[config.mk]
export PLATFORM = sky130hd
export DESIGN_NAME = onewire_txn_sequencer
export DESIGN_NICKNAME = d
export VERILOG_FILES = /design/src/rtl/onewire_txn_sequencer.sv
export SDC_FILE = /design/constraint.sdc
export NUM_CORES = 1
export LEC_CHECK = 0
export CAP_MARGIN = 20
export CORE_ASPECT_RATIO = 0.6
export CORE_MARGIN = 10
export CORE_UTILIZATION = 36
export CTS_CLUSTER_DIAMETER = 40
export DETAILED_ROUTE_END_ITERATION = 12
export GPL_TIMING_DRIVEN = 0
export HOLD_SLACK_MARGIN = 0.02
export PLACE_DENSITY = 0.66
export REMOVE_ABC_BUFFERS = 1
export SYNTH_ARGS = -nofsm -noshare
export SYNTH_HDL_FRONTEND = slang
export SYNTH_SLANG_ARGS = --single-unit
export TNS_END_PERCENT = 1
[constraint.sdc]
create_clock -name clk -period 2 [get_ports clk]
set_input_delay 0.3 -clock clk [delete_from_list [all_inputs] [get_ports clk]]
set_output_delay 0.3 -clock clk [all_outputs]
set_load 0.02 [all_outputs]
[src/rtl/onewire_txn_sequencer.sv]
// 1-Wire master transaction sequencer: reset pulse, presence handshake, command byte write, rd_len byte reads.
// Optional feature macro: ONEWIRE_CRC8_EN adds a Dallas CRC8 check over all received bits (crc_ok).
module onewire_txn_sequencer #(
  parameter int CLKS_PER_US = 1,
  parameter int T_RSTL      = 480,
  parameter int T_SLOT      = 70,
  parameter int T_LOW1      = 6,
  parameter int T_LOW0      = 60,
  parameter int T_RDS       = 15,
  parameter int T_PRES_TO   = 500,
  parameter int RDCNT_W     = 4
) (
  input  logic               clk,
  input  logic               rst_n,
  input  logic               i_start,
  input  logic [7:0]         i_cmd_byte,
  input  logic [RDCNT_W-1:0] i_rd_len,
  output logic               o_busy,
  output logic               o_done,
  output logic               o_no_presence,
  output logic [7:0]         o_rd_data,
  output logic               o_rd_valid,
  output logic               o_bus_low,
  input  logic               i_bus_in,
  output logic               o_en_wait_presence,
  input  logic               i_done_wait_presence,
  input  logic               i_found_presence,
  output logic               o_crc_ok
);

  localparam int US_MAX_A = (T_RSTL > T_PRES_TO) ? T_RSTL : T_PRES_TO;
  localparam int US_MAX   = (US_MAX_A > T_SLOT) ? US_MAX_A : T_SLOT;
  localparam int US_W     = $clog2(US_MAX + 1);
  localparam int PRE_W    = (CLKS_PER_US > 1) ? $clog2(CLKS_PER_US) : 1;

  localparam logic [PRE_W-1:0] PRE_LAST  = PRE_W'(CLKS_PER_US - 1);
  localparam logic [US_W-1:0]  RSTL_LAST = US_W'(T_RSTL - 1);
  localparam logic [US_W-1:0]  SLOT_LAST = US_W'(T_SLOT - 1);
  localparam logic [US_W-1:0]  LOW1_LAST = US_W'(T_LOW1 - 1);
  localparam logic [US_W-1:0]  LOW0_LAST = US_W'(T_LOW0 - 1);
  localparam logic [US_W-1:0]  PRES_LAST = US_W'(T_PRES_TO - 1);
  localparam logic [US_W-1:0]  RDS_AT    = US_W'(T_RDS);

  typedef enum logic [2:0] {
    S_IDLE,
    S_RST_LOW,
    S_PRES,
    S_WR_SLOT,
    S_RD_SLOT,
    S_FIN
  } state_t;

  state_t             r_state;
  logic [PRE_W-1:0]   r_pre;
  logic [US_W-1:0]    r_us;
  logic [2:0]         r_bitCnt;
  logic [RDCNT_W-1:0] r_byteCnt;
  logic [RDCNT_W-1:0] r_rdLen;
  logic [7:0]         r_cmd;
  logic [7:0]         r_shift;
  logic [7:0]         r_rdData;
  logic               r_busy;
  logic               r_done;
  logic               r_noPres;
  logic               r_rdValid;
  logic               r_busLow;
  logic               r_enWait;

  logic            w_tick;
  logic [US_W-1:0] w_lowLast;
  logic            w_slotEnd;
  logic            w_lastByte;
  logic            w_sample;

  assign w_tick     = (r_pre == PRE_LAST);
  assign w_lowLast  = r_cmd[0] ? LOW1_LAST : LOW0_LAST;
  assign w_slotEnd  = w_tick && (r_us == SLOT_LAST);
  assign w_lastByte = (r_byteCnt == (r_rdLen - RDCNT_W'(1)));
  assign w_sample   = (r_state == S_RD_SLOT) && w_tick && (r_us == RDS_AT);

  // Phases begin with prescaler and us counter at zero so every duration is exact.
  always_ff @(posedge clk or negedge rst_n) begin
    if (!rst_n) begin
      r_state   <= S_IDLE;
      r_pre     <= '0;
      r_us      <= '0;
      r_bitCnt  <= '0;
      r_byteCnt <= '0;
      r_rdLen   <= '0;
      r_cmd     <= '0;
      r_shift   <= '0;
      r_rdData  <= '0;
      r_busy    <= 1'b0;
      r_done    <= 1'b0;
      r_noPres  <= 1'b0;
      r_rdValid <= 1'b0;
      r_busLow  <= 1'b0;
      r_enWait  <= 1'b0;
    end else begin
      r_done    <= 1'b0;
      r_rdValid <= 1'b0;
      r_pre     <= w_tick ? '0 : r_pre + PRE_W'(1);
      if (w_tick) r_us <= r_us + US_W'(1);

      case (r_state)
        S_IDLE: begin
          r_pre <= '0;
          r_us  <= '0;
          if (i_start) begin
            r_cmd     <= i_cmd_byte;
            r_rdLen   <= i_rd_len;
            r_busy    <= 1'b1;
            r_noPres  <= 1'b0;
            r_busLow  <= 1'b1;
            r_bitCnt  <= '0;
            r_byteCnt <= '0;
            r_state   <= S_RST_LOW;
          end
        end

        S_RST_LOW: begin
          if (w_tick && (r_us == RSTL_LAST)) begin
            r_busLow <= 1'b0;
            r_enWait <= 1'b1;
            r_us     <= '0;
            r_state  <= S_PRES;
          end
        end

        S_PRES: begin
          if (i_done_wait_presence) begin
            r_enWait <= 1'b0;
            r_pre    <= '0;
            r_us     <= '0;
            if (i_found_presence) begin
              r_busLow <= 1'b1;
              r_state  <= S_WR_SLOT;
            end else begin
              r_noPres <= 1'b1;
              r_busy   <= 1'b0;
              r_done   <= 1'b1;
              r_state  <= S_FIN;
            end
          end else if (w_tick && (r_us == PRES_LAST)) begin
            r_enWait <= 1'b0;
            r_noPres <= 1'b1;
            r_busy   <= 1'b0;
            r_done   <= 1'b1;
            r_state  <= S_FIN;
          end
        end

        // Current command bit is always r_cmd[0]; the byte shifts right at each slot end.
        S_WR_SLOT: begin
          if (w_tick && (r_us == w_lowLast)) r_busLow <= 1'b0;
          if (w_slotEnd) begin
            r_us  <= '0;
            r_cmd <= {1'b0, r_cmd[7:1]};
            if (r_bitCnt == 3'd7) begin
              r_bitCnt <= '0;
              if (r_rdLen == '0) begin
                r_busy  <= 1'b0;
                r_done  <= 1'b1;
                r_state <= S_FIN;
              end else begin
                r_busLow <= 1'b1;
                r_state  <= S_RD_SLOT;
              end
            end else begin
              r_bitCnt <= r_bitCnt + 3'd1;
              r_busLow <= 1'b1;
            end
          end
        end

        S_RD_SLOT: begin
          if (w_tick && (r_us == LOW1_LAST)) r_busLow <= 1'b0;
          if (w_sample) r_shift <= {i_bus_in, r_shift[7:1]};
          if (w_slotEnd) begin
            r_us     <= '0;
            r_bitCnt <= r_bitCnt + 3'd1;
            if (r_bitCnt == 3'd7) begin
              r_rdData  <= r_shift;
              r_rdValid <= 1'b1;
              r_byteCnt <= r_byteCnt + RDCNT_W'(1);
              if (w_lastByte) begin
                r_busy  <= 1'b0;
                r_done  <= 1'b1;
                r_state <= S_FIN;
              end else begin
                r_busLow <= 1'b1;
              end
            end else begin
              r_busLow <= 1'b1;
            end
          end
        end

        S_FIN: begin
          r_state <= S_IDLE;
        end

        default: begin
          r_state <= S_IDLE;
        end
      endcase
    end
  end

`ifdef ONEWIRE_CRC8_EN
  logic [7:0] r_crc;
  logic       r_crcOk;
  logic       w_fb;
  logic [7:0] w_crcNext;
  logic       w_startAcc;
  logic       w_rdFinish;

  assign w_fb       = r_crc[0] ^ i_bus_in;
  assign w_crcNext  = {1'b0, r_crc[7:1]} ^ (w_fb ? 8'h8C : 8'h00);
  assign w_startAcc = (r_state == S_IDLE) && i_start;
  assign w_rdFinish = (r_state == S_RD_SLOT) && w_slotEnd && (r_bitCnt == 3'd7) && w_lastByte;

  // Reflected x^8+x^5+x^4+1 fed with the same bit that enters the shift register.
  always_ff @(posedge clk or negedge rst_n) begin
    if (!rst_n) begin
      r_crc   <= '0;
      r_crcOk <= 1'b0;
    end else if (w_startAcc) begin
      r_crc   <= '0;
      r_crcOk <= 1'b0;
    end else begin
      if (w_sample) r_crc <= w_crcNext;
      if (w_rdFinish) r_crcOk <= (r_crc == 8'h00);
    end
  end

  assign o_crc_ok = r_crcOk;
`else
  assign o_crc_ok = 1'b0;
`endif

  assign o_busy             = r_busy;
  assign o_done             = r_done;
  assign o_no_presence      = r_noPres;
  assign o_rd_data          = r_rdData;
  assign o_rd_valid         = r_rdValid;
  assign o_bus_low          = r_busLow;
  assign o_en_wait_presence = r_enWait;

endmodule

==> summary.md, run 1 <==
| Metric | Value |
|---|---|
| Largest net degree at the start of global routing | 28 |
| Placer congestion estimate | 0.866 |
| Drt total wl | 6.46 mm |
| Synth unique cells | 58 |
| Clock transition at path regs | 0.07 ns |
| Skew final | 0.00563 ns |
| Initial antenna violation count | 0 |
| DR WL met2 | 2.50 mm |
| Crit-path max FO | 7 |
| Final #Nets | 341 |
| Worst Hold Class | in2async |
| Top-count cell post-synth | dfrtp_1 |
| Fin crit period | 1.99 ns |
| Syn Std Cell Area | 2810 um2 |
| Worst-Skew Late Latency | 0.30 ns |
| CTS Root Cell | clkbuf_16 |
| Drt drc | 0 |
| Synth top area cells | dfrtp_1, mux2_2, nor2_1 |
| Max-cap violation count | 0 |
| First-pass GRT wire length | 10.4 mm |
| P per Cell Area | 623 nW/um2 |
| Leakage | 1.53 nW |
| Final period util | 0.997 |
| CTS HTree Levels | 2 |
| CP required | 2.21 ns |
| Die H | 88.5 um |
| RSZ-0062 raised after global routing | true |
| Flop pwr share | 0.492 |
| FFs w/ async S/R, synth | 1.00 |
| Routed Antenna Nets | 0 |
| Fmax | 501 MHz |
| Worst Path Arrival | 2.21 ns |
| Row cnt | 24 |
| Core ar. | 7420 um2 |
| Psw | 0.490 mW |
| Relative slew margins | 0.595 |
| Diodes inserted | 0 |
| Hold-fix buffer count after cts | 0 |
| Pre-CTS setup slack | -0.644 ns |
| Die width | 134 um |
| Synthesis-stage register bit count | 53 |
| Gr ovfl total | 0 |
| Routed len/inst | 15.3 um |
| Uppermost routed layer | met4 |
| Via density | 5.19 |
| Num CTS Buffers | 5 |
| Layout cells sized above 1 | 0.230 |
| Switch share | 0.219 |
| Fillcell total | 707 |
| Metal-1 WL | 3.38 mm |
| Crit path kind | reg2reg |
| Synth Flop Type | dfrtp_1 |
| DR vias | 2185 |
| Final setup violation count | 0 |
| Die area | 11900 um2 |
| Slew Viols, Final | 0 |
| Synthesized instance count | 274 |
| CTS tree | built |
| Starting Density | 0.379 |
| TritonRoute pass-1 iters | 5 |
| Gate power share | 0.052 |
| Final hold violations | 0 |
| GRT Util Overall | 0.109 |
| Startpoint Class | register |
| HPWL after detailed placement | 4.61 mm |
| Post-synth top area share | 0.472 |
| Status | complete, no violations |
| Synth top cells by count | dfrtp_1, nor2_1, nand2_1 |
| Avg Synthesized Cell Area | 10.3 um2 |
| Clk pwr share | 0.456 |
| Int Power | 1.75 mW |
| Final core occ | 0.484 |
| EDFF count, synth | 0 |
| I/O Buffers | 31 |
| Clock sink count | 53 |
| Slew @ Worst Pin | 0.608 ns |
| Synth-to-layout area growth | 27.8% |
| Area leader, netlist | dfrtp_1 |
| Post-synthesis sequential area ratio | 0.472 |
| Met3 wire len | 514 um |
| DR iter-0 viols | 162 |
| Clk buf depth | 2 |
| Max VDD drop | 0.000381 V |
| Boundary pin count | 33 |
| Setup slack after layout | 0.00552 ns |
| Worst Setup End Kind | register |
| Yosys warnings | 0 |
| Vias in the first global route | 2057 |
[layer usage]
metal	global-route usage	vias up
li1	-	1059
met1	0.159	1042
met2	0.146	76
met3	0.0362	8
met4	0.0324	0
met5	0	-
[worst max-delay path, stage by stage, from the launching register on]
cell and delay, ns:
dfrtp_2 0.48, nor4b_4 0.38, buf_4 0.18, a41oi_4 0.15, and2_4 0.22, a211o_1 0.28, a221oi_2 0.21
[cells by family (layout without fill, tap and decap cells)]
logic type      count (synthesis)  count (layout)  synth area share
mux                            21              21            0.0832
compound gates                 54              54             0.136
other cells                     1               1           0.00133
simple gates                  103             103             0.191
xor+xnor                       13              13            0.0458
flops                          53              53             0.472
fa+ha+maj                       7               7            0.0312
buf+inv                        22              65            0.0392
[cell usage in the layout, fill, tap and decap left out, types with 2 or more instances in the layout]
master           count
dfrtp_1             49
nand2b_1             4
or3_1                3
xor2_1               4
nor2_1              29
xnor2_1              8
clkbuf_16            5
buf_12               2
nand3_1              8
o2bb2ai_1            2
nand4_1              4
buf_4               12
o21ai_0             17
nor3_2               2
mux2i_1              2
nor4b_1              2
nand2_1             27
clkdlybuf4s50_1     30
a31oi_1              9
nand3_2              2
inv_1               10
ha_2                 2
mux2_2              19
dfrtp_2              4
nor2b_1              4
ha_1                 4
a21oi_1              6
nor3_1               4
[power groups by stage]
stage | combinational, mW | sequential [mW] | clock, mW
6_report | 0.117 | 1.10 | 1.02
5_1_grt | 0.129 | 1.10 | 1.09
4_1_cts | 0.118 | 1.10 | 1.05
3_5_place_dp | 0.116 | 1.12 | 0
3_3_place_gp | 0.111 | 1.12 | 0
2_1_floorplan | 0.0429 | 1.12 | 0
[path summary, 6_finish.rpt]
kind | depth (start not counted) | end | slack (ns) | start
worst max-delay path | 6 | o_busy$_DFFE_PN0P_ | 0.006 | r_us[5]$_DFF_PN0_
worst min-delay path | 1 | o_busy$_DFFE_PN0P_ | 0.002 | rst_n
worst max register to register | 6 | o_busy$_DFFE_PN0P_ | 0.006 | r_us[5]$_DFF_PN0_
worst min register to register | 1 | o_rd_data[0]$_DFFE_PN0P_ | 0.51 | r_shift[0]$_DFFE_PN0P_
max in group asynchronous | 2 | r_state[2]$_DFFE_PN0P_ | 1.43 | rst_n
min in group clk | 1 | o_rd_data[0]$_DFFE_PN0P_ | 0.51 | r_shift[0]$_DFFE_PN0P_
[layout make-up]
class                           count  area, um2  area share
Clock inverter                      3       50.0      0.0139
Tap cell                          104        130      0.0362
Clock buffer                        5        125      0.0348
Timing Repair Buffer               46        443       0.123
Multi-Input combinational cell    199       1470       0.409
Inverter                           11       42.5      0.0118
Sequential cell                    53       1330       0.371
[timing repair]
item | 4_1_cts | 5_1_grt
buffers inserted | 2 | 11
endpoints found under the hold margin | 0 | 0
pin swaps | 1 | 4
gates resized for setup | 15 | 11
endpoints found under the setup margin | 44 | 25
[per-stage QoR]
stage	cells	instance area (um2)	total power [mW]	hold WS [ns]	TNS [ns]
6_report	421	3590	2.24	0.00225	0
3_5_place_dp	400	3200	1.24	0.349	-10.89
2_1_floorplan	263	2740	1.16	0.00441	-0.0679
3_3_place_gp	398	3180	1.23	0.489	-67.61
4_1_cts	410	3450	2.27	0.0263	-0.0283
5_1_grt	421	3590	2.32	0.0505	-0.320
[registers in the layout, indices dropped and copies added (netlist names), 3 cells and up]
register,flops
r_state,3
r_rdLen,4
r_cmd,8
r_bitCnt,3
o_rd_data,8
r_byteCnt,4
r_shift,8
r_us,9
(Power assumes the default switching activity.)
==> run 2: changes to the inputs <==
--- a/config.mk
+++ b/config.mk
@@ -13,7 +13,8 @@
 export DETAILED_ROUTE_END_ITERATION = 12
 export GPL_TIMING_DRIVEN = 0
 export HOLD_SLACK_MARGIN = 0.02
-export PLACE_DENSITY = 0.66
+export MAX_ROUTING_LAYER = met4
+export PLACE_DENSITY = 0.65
 export REMOVE_ABC_BUFFERS = 1
 export SYNTH_ARGS = -nofsm -noshare
 export SYNTH_HDL_FRONTEND = slang
==> summary.md, run 2 (synthesized netlist as in run 1, its figures left out) <==
| Metric | Value |
|---|---|
| DR vias | 2151 (was 2185) |
| Cell Count Post-Placement | 400 (unchanged) |
| CP Cell Sequence | nor4b_4 > and3_4 > o21ai_0 > nand2b_1 > mux2_2 (was nor4b_4 > buf_4 > a41oi_4 > and2_4 > a211o_1 > a221oi_2) |
| Clock sink count | 53 (unchanged) |
| Final hold violations | 0 (unchanged) |
| Clock transition at path regs | 0.07 ns (about the same) |
| Hold_ws | 0.505 ns (was 0.00225 ns) |
| Largest net degree at the start of global routing | 35 (was 28) |
| Worst-Skew Late Latency | 0.29 ns (was 0.30 ns) |
| End of the worst register-to-register path | r_bitCnt[0]$_DFFE_PN0P_ (was o_busy$_DFFE_PN0P_) |
| Sum of negative setup slack | 0 ns (unchanged) |
| RSZ-0062 raised after global routing | true (unchanged) |
| Setup slack, reg-to-reg | 0.005 ns (was 0.006 ns) |
| CP max stage cell | dfrtp_1 (was dfrtp_2) |
| Core ar. | 7420 um2 (unchanged) |
| Pre-CTS setup slack | -0.716 ns (was -0.644 ns) |
| Synth-to-layout area growth | 25.2% (was 27.8%) |
| Cell depth of the worst flop-to-flop path | 5 (was 6) |
| Layout cells sized above 1 | 0.210 (was 0.230) |
| Diodes inserted | 0 (unchanged) |
| Worst Hold Class | in2async (unchanged) |
| Die area | 11900 um2 (unchanged) |
| Met3 wire len | 389 um (was 514 um) |
| Register area | 1330 um2 (about the same) |
| CTS Root Cell | clkbuf_16 (unchanged) |
| Most flops, register | r_us (unchanged) |
| Setup slack after layout | 0.00525 ns (was 0.00552 ns) |
| Metal-1 WL | 3.51 mm (was 3.38 mm) |
| Slew Viols, Final | 0 (unchanged) |
| Drt total wl | 6.73 mm (was 6.46 mm) |
| Routed len/inst | 16.3 um (was 15.3 um) |
| GRT Util Overall | 0.120 (was 0.109) |
| Routed Antenna Nets | 0 (unchanged) |
| Fillcell total | 729 (was 707) |
| P per Cell Area | 607 nW/um2 (was 623 nW/um2) |
| TritonRoute pass-1 iters | 4 (was 5) |
| Post-route insts no fill | 413 (was 421) |
| Worst Setup End Kind | register (unchanged) |
| Boundary pin count | 33 (unchanged) |
| Max-cap violation count | 0 (unchanged) |
| Startpoint Class | register (unchanged) |
| DR iter-0 viols | 180 (was 162) |
| Die H | 88.5 um (unchanged) |
| Cell Area, Placed | 3200 um2 (unchanged) |
| CTS HTree Levels | 2 (unchanged) |
| Row cnt | 24 (unchanged) |
| Fmax | 501 MHz (about the same) |
| CP required | 2.18 ns (was 2.21 ns) |
| Final period util | 0.997 (about the same) |
| HPWL after detailed placement | 4.78 mm (was 4.61 mm) |
| Final setup violation count | 0 (unchanged) |
| Via density | 5.21 (was 5.19) |
| First-pass GRT wire length | 11.3 mm (was 10.4 mm) |
| Final core occ | 0.475 (was 0.484) |
| Starting Density | 0.379 (unchanged) |
| Fin crit period | 1.99 ns (about the same) |
| Largest register FFs | 9 (unchanged) |
| Die width | 134 um (unchanged) |
| Clk buf depth | 2 (unchanged) |
| Worst stage delay on the critical path | 0.50 ns (was 0.48 ns) |
| Critical Path Source | r_us[5]$_DFF_PN0_ (unchanged) |
| Commonest non-fill, non-tap cell in the layout | dfrtp_1 (unchanged) |
| Gr ovfl total | 0 (unchanged) |
| Final #Nets | 333 (was 341) |
| Most frequent cells in the layout | dfrtp_1, nor2_1, clkdlybuf4s50_1 (was dfrtp_1, clkdlybuf4s50_1, nor2_1) |
| Vias in the first global route | 2225 (was 2057) |
| Area of the multi-input gates | 1490 um2 (was 1470 um2) |
| CP endpoint | r_bitCnt[0]$_DFFE_PN0P_ (was o_busy$_DFFE_PN0P_) |
| Crit path kind | reg2reg (unchanged) |
| Leakage | 1.49 nW (was 1.53 nW) |
| Placer congestion estimate | 0.859 (was 0.866) |
| Status | complete, no violations (unchanged) |
| Uppermost routed layer | met4 (unchanged) |
| Final instance area | 3520 um2 (was 3590 um2) |
| Worst Path Arrival | 2.18 ns (was 2.21 ns) |
| I/O Buffers | 31 (unchanged) |
| Critical R2R Launch | r_us[5]$_DFF_PN0_ (unchanged) |
| Max VDD drop | 0.000293 V (was 0.000381 V) |
| Overall power | 2.14 mW (was 2.24 mW) |
| Num CTS Buffers | 5 (unchanged) |
| Crit-path max FO | 10 (was 7) |
| CTS tree | built (unchanged) |
| DR WL met2 | 2.75 mm (was 2.50 mm) |
| Initial antenna violation count | 0 (unchanged) |
| Drt drc | 0 (unchanged) |
| Skew final | 0.00427 ns (was 0.00563 ns) |
run 2: critical path, delay by kind of cell (launching register included):
| kind | cells | cell delay, ns |
|---|---|---|
| DFF | 1 | 0.50 |
| AOI/OAI and AO/OA | 1 | 0.12 |
| and+or+nand+nor | 3 | 0.90 |
| muxes | 1 | 0.35 |
run 2: per-layer routing:
metal  track usage  vias up
li1              -     1036
met1         0.169     1046
met2         0.163       63
met3        0.0351        6
met4        0.0305        0
met5             -        -
run 2: what timing repair did:
item                                   4_1_cts  5_1_grt
gates resized for setup                     15       13
buffers inserted                             4        0
pin swaps                                    3        1
setup endpoints to repair                   44       25
endpoints found under the hold margin       19        0
hold buffers                                 1        0
run 2: area by class of cell:
class / instances / area share
timing repair buffer: 38 / 0.105
sequential: 53 / 0.379
clock buffer: 6 / 0.0395
inverter: 11 / 0.0121
clock inverter: 2 / 0.00462
tap: 104 / 0.0370
multi-input combinational: 199 / 0.423
run 2: worst min-delay path by stage:
stage	from	to	slack, ns	cells after the start
after floorplan	rst_n	o_bus_low$_DFFE_PN0P_	0.004	0
after global placement	r_shift[0]$_DFFE_PN0P_	r_shift[0]$_DFFE_PN0P_	0.49	1
after detailed placement	rst_n	o_busy$_DFFE_PN0P_	0.29	1
after CTS	r_shift[0]$_DFFE_PN0P_	o_rd_data[0]$_DFFE_PN0P_	0.51	1
after global routing	o_en_wait_presence$_DFFE_PN0P_	o_en_wait_presence$_DFFE_PN0P_	0.52	1
final	rst_n	o_busy$_DFFE_PN0P_	0.51	2
run 2: power breakdown:
group          internal, mW  leakage [nW]  switching [mW]
clock                 0.504        0.0735           0.408
combinational        0.0628         0.750          0.0603
sequential             1.09         0.664          0.0142
